===== config.mk =====
export PLATFORM = sky130hd
export DESIGN_NAME = fetch_pc_gen2
export DESIGN_NICKNAME = d
export VERILOG_FILES = /design/src/rtl/fetch_pc_gen2.sv
export SDC_FILE = /design/constraint.sdc
export NUM_CORES = 1
export LEC_CHECK = 0
export ABC_AREA = 1
export CAP_MARGIN = 20
export CORE_ASPECT_RATIO = 0.7
export CORE_UTILIZATION = 45
export CTS_CLUSTER_DIAMETER = 50
export DETAILED_ROUTE_END_ITERATION = 16
export MAX_ROUTING_LAYER = met4
export PLACE_DENSITY = 0.76
export SYNTH_ARGS = -nofsm -noshare
export SYNTH_HDL_FRONTEND = slang
export SYNTH_SLANG_ARGS = --single-unit

===== constraint.sdc =====
create_clock -name CLK -period 2.2 [get_ports CLK]
set_input_delay 0.44 -clock CLK [delete_from_list [all_inputs] [get_ports CLK]]
set_output_delay 0.44 -clock CLK [all_outputs]
set_load 0.02 [all_outputs]

===== src/rtl/fetch_pc_gen2.sv =====
// fetch_pc_gen2: instruction-fetch PC generator with absolute/relative jumps, return-address stack and sticky halt
// Ports:
//   CLK      - clock, all state updates on posedge
//   Init_n   - synchronous active-low reset
//   Stall    - hold PC, no stack activity
//   Done     - latch halt; PC frozen until reset
//   Branch   - PC <= Target << TGT_SHIFT
//   Target   - absolute target field (Branch, Call)
//   Jump_rel - PC <= PC + sign-extended Offset
//   Offset   - signed relative offset
//   Call     - push PC+1, then jump to absolute target
//   Ret      - pop return address into PC
//   PC       - current program counter
//   Halted   - Done has been accepted
//   Ras_ovf  - sticky: Call with stack full
//   Ras_unf  - sticky: Ret with stack empty
module fetch_pc_gen2 #(
    parameter int PC_W      = 8,
    parameter int TGT_W     = 3,
    parameter int TGT_SHIFT = 5,
    parameter int OFF_W     = 5,
    parameter int RAS_DEPTH = 4
) (
    input  logic             CLK,
    input  logic             Init_n,
    input  logic             Stall,
    input  logic             Done,
    input  logic             Branch,
    input  logic [TGT_W-1:0] Target,
    input  logic             Jump_rel,
    input  logic [OFF_W-1:0] Offset,
    input  logic             Call,
    input  logic             Ret,
    output logic [PC_W-1:0]  PC,
    output logic             Halted,
    output logic             Ras_ovf,
    output logic             Ras_unf
);
    localparam int PTR_W = $clog2(RAS_DEPTH + 1);
    localparam int IDX_W = RAS_DEPTH > 1 ? $clog2(RAS_DEPTH) : 1;

    logic [PC_W-1:0]  ras [RAS_DEPTH];
    logic [PTR_W-1:0] ptr, ptr_dec;
    logic [PC_W-1:0]  abs_tgt, rel_tgt, seq;
    logic             empty, full;

    // Truncating Target before the shift keeps the same low PC_W bits as shifting first.
    assign abs_tgt = PC_W'(Target) << TGT_SHIFT;
    assign rel_tgt = PC + PC_W'($signed(Offset));
    assign seq     = PC + PC_W'(1);
    assign empty   = ptr == '0;
    assign full    = ptr == PTR_W'(RAS_DEPTH);
    assign ptr_dec = ptr - PTR_W'(1);

    always_ff @(posedge CLK) begin
        if (!Init_n) begin
            PC      <= '0;
            Halted  <= 1'b0;
            Ras_ovf <= 1'b0;
            Ras_unf <= 1'b0;
            ptr     <= '0;
        end else if (Halted || Done) begin
            Halted <= 1'b1;
        end else if (!Stall) begin
            if (Ret) begin
                if (empty) begin
                    PC      <= seq;
                    Ras_unf <= 1'b1;
                end else begin
                    PC  <= ras[IDX_W'(ptr_dec)];
                    ptr <= ptr_dec;
                end
            end else if (Call) begin
                PC <= abs_tgt;
                if (full) begin
                    Ras_ovf <= 1'b1;
                end else begin
                    ras[IDX_W'(ptr)] <= seq;
                    ptr              <= ptr + PTR_W'(1);
                end
            end else begin
                PC <= Branch ? abs_tgt : Jump_rel ? rel_tgt : seq;
            end
        end
    end
endmodule


==> flow_summary.toml <==
[power]
sequentialPowerShare_pct = 52.8
irDropWorstVdd_v = 0.000257
p_int_mw = 1.30
power_frac_comb_pct = 18.3
swShare_pct = 28.6
p_sw_uw = 521
p_per_area_nw_per_um2 = 586
p_clk_share_pct = 28.9
p_total_mw = 1.82
leakage_nw = 1.34

[global_routing]
grt_pass1_wl_um = 10400
grt_antenna_before_repair = 0
grt_pass1_vias = 2078
grt_max_degree = 21
grt_overflow_total = 0
grt.total_usage_pct = 23.5

[synth]
synth-async-reset-ratio_pct = 0
synth_nets = 346
ys_seq_area_share_pct = 48.0
ys.flop_type = "edfxtp_1"
ys_warn_count = 0
synth-edff-count = 32
netlist_area_um2 = 2580
ys_ff_latch = 46
synth_cell_types = 32
syn-mean-instance-area_um2 = 8.18
syn_inst = 316

[sta]
final_max_slew_viol_count = 0
period_share_pct = 87.7
tightest_slew_ns = 0.383
finalHoldViolations = 0
slew_headroom_pct = 74.4
timing.final.crit_period_ns = 1.93
fin_skew_ns = 0.00927
grt_setup_unrepaired = "no"
hold_slack_ns = 0.470
max_freq_ghz = 0.518
setup_viol = 0

[die]
die_h_um = 65.4
dieArea_um2 = 6050
initial_core_util_pct = 47.9
rows = 22
floorplan.core_area_um2 = 5400
dieWidth_um = 92.6
pin_count = 27

[place]
postPlaceCellArea_um2 = 3020
hpwl_um = 4770
io_buffers = 26
gp_congestion = 0.862

[cts]
clock-sinks = 46
cts.path.max_buffers = 2
clock_latency_ns = 0.31
cts-resized-gates = 0
cts_tree = "built"
htree_levels = 2
clk_pin_slew_ns = 0.09
ctsHoldBuffers = 0
numCtsBuffers = 5
post_cts_buffers = 0
root_buffer = "clkbuf_8"

[flow_run]
cap_violations = 0

[routing]
remaining_drc_errors = 0
viasPerCell = 5.23
drtPass1Iterations = 4
ant_nets = 0
drtIter0Drc = 204
routed-via-count = 2258
drt_wl_total_um = 6320
wire_per_inst_um = 14.6

[setup_path]
worstSetupPathType = "input port to flip-flop"
worstPathArrival_ns = 2.18
cp_slowest_stage_delay_ns = 0.42
crit_chain = "clkdlybuf4s50_1 > ha_1 > fa_1 > nand2_1 > nand3_1 > and2_1 > o21ai_0 > o211ai_1 > a21oi_1"
crit_path_end_kind = "flip-flop"
cp_max_fo = 3
cp_data_required_time_ns = 2.45
slowest_stage = "fa_1"
cp-start-kind = "input port"

[finish]
drive_above_1_share_pct = 7.78
final_nets = 389
final_area_um2 = 3110
antenna_cells = 0
area_growth_pct = 20.5

[status]
status = "finished clean"

[hold_path]
min_path_type = "flip-flop to flip-flop"
per-stage QoR:
step	TNS [ns]	setup slack, ns	utilization, %	std cells
4_1_cts	0	0.280	57.7	432
3_3_place_gp	0	0.0252	56.0	424
2_1_floorplan	0	0.187	-	316
5_1_grt	0	0.123	57.7	432
3_5_place_dp	-0.0578	-0.0323	56.0	424
6_report	0	0.271	57.7	432
worst paths after layout:
| check | startpoint | end | slack (ns) | depth (start not counted) |
|---|---|---|---|---|
| setup reg to reg | PC[0] | PC[4] | 0.38 | 8 |
| setup / recovery | Offset[0] | PC[4] | 0.27 | 9 |
| hold / removal | Ras_ovf | Ras_ovf | 0.47 | 2 |
| hold reg to reg | Ras_ovf | Ras_ovf | 0.47 | 2 |
power by group through the flow:
stage / Combinational (mW) / Sequential [mW] / Clock [mW]
6_report: 0.335 / 0.964 / 0.527
5_1_grt: 0.374 / 0.966 / 0.578
4_1_cts: 0.333 / 0.963 / 0.541
3_5_place_dp: 0.332 / 0.983 / 0
3_3_place_gp: 0.323 / 0.983 / 0
2_1_floorplan: 0.190 / 0.992 / 0
Yosys cell counts, types with 2 or more instances:
cell       n  area share, %
o22ai_1    4           0.97
edfxtp_1  32             37
inv_1     39            5.7
o211ai_1   3           0.87
clkbuf_1   4           0.58
xnor2_1    2           0.68
dfxtp_1   14             11
buf_4      2           0.58
a211oi_1   2           0.58
nand3b_1   2           0.58
a21oi_1   16            3.1
nand3_1   28            5.4
nand4_1    3           0.73
ha_1      13            6.3
o21ai_0   22            4.3
nor2_1    31            4.5
nor3_1     2           0.39
nand2_1   83             12
cells by family (layout without fill, tap and decap cells):
| kind of cell | after synthesis | in the layout | share of synthesized area [%] |
|---|---|---|---|
| and+or+nand+nor | 152 | 152 | 24.8 |
| AOI/OAI and AO/OA | 53 | 53 | 11.5 |
| buffers and inverters | 48 | 92 | 7.60 |
| DFF | 46 | 46 | 48.0 |
| adders and majority gates | 14 | 14 | 7.07 |
| xor gates and xnor gates | 3 | 3 | 1.02 |
routing by layer:
metal  global-route usage, %  vias up  wire length (µm)
met5                       -        -                 0
met4                    4.69        0                41
met3                    4.86        5               497
met2                    34.4       72              2670
met1                    33.8     1038              3110
li1                        -     1143                 -
flip-flops by register name (all words and copies together) (netlist names):
signal / cells
PC: 8
Ras_unf: 1
Ras_ovf: 1
ras: 32
ptr: 3
Halted: 1
cell type report:
| type | count | area (µm²) |
|---|---|---|
| fillers | 490 | 2280 |
| flip-flops and latches | 46 | 1240 |
| multi-input cells | 222 | 1150 |
| repair buffers | 44 | 395 |
| inverters | 40 | 150 |
| well taps | 72 | 90.1 |
| clock buffers | 5 | 68.8 |
| clock inverters | 3 | 21.3 |
critical path, delay by kind of cell:
kind / cells / cell delay (ns)
compound gates: 3 / 0.36
fa+ha+maj: 2 / 0.65
buf+inv: 1 / 0.41
simple gates: 3 / 0.31
cell usage in the layout (no fill, tap or decap):
cell type,n
inv_2,1
xor2_1,1
inv_1,39
buf_4,18
dfxtp_1,14
nand3_1,28
xnor2_1,2
clkbuf_8,5
ha_1,13
nor2_1,31
nand4_1,3
o211ai_1,3
clkinv_4,1
nand2_1,83
o22ai_1,4
o21ai_1,1
clkinv_2,1
a31oi_1,1
a21oi_1,16
a41oi_1,1
clkinvlp_4,1
nand3b_1,2
or2_0,1
edfxtp_1,32
o21ai_0,22
a211oi_1,2
a21boi_0,1
clkdlybuf4s50_1,26
fa_1,1
nor3_1,2
and2_1,1
o21a_1,1
nor3_4,1
a311oi_1,1
Power figures use the tool's default switching activity.
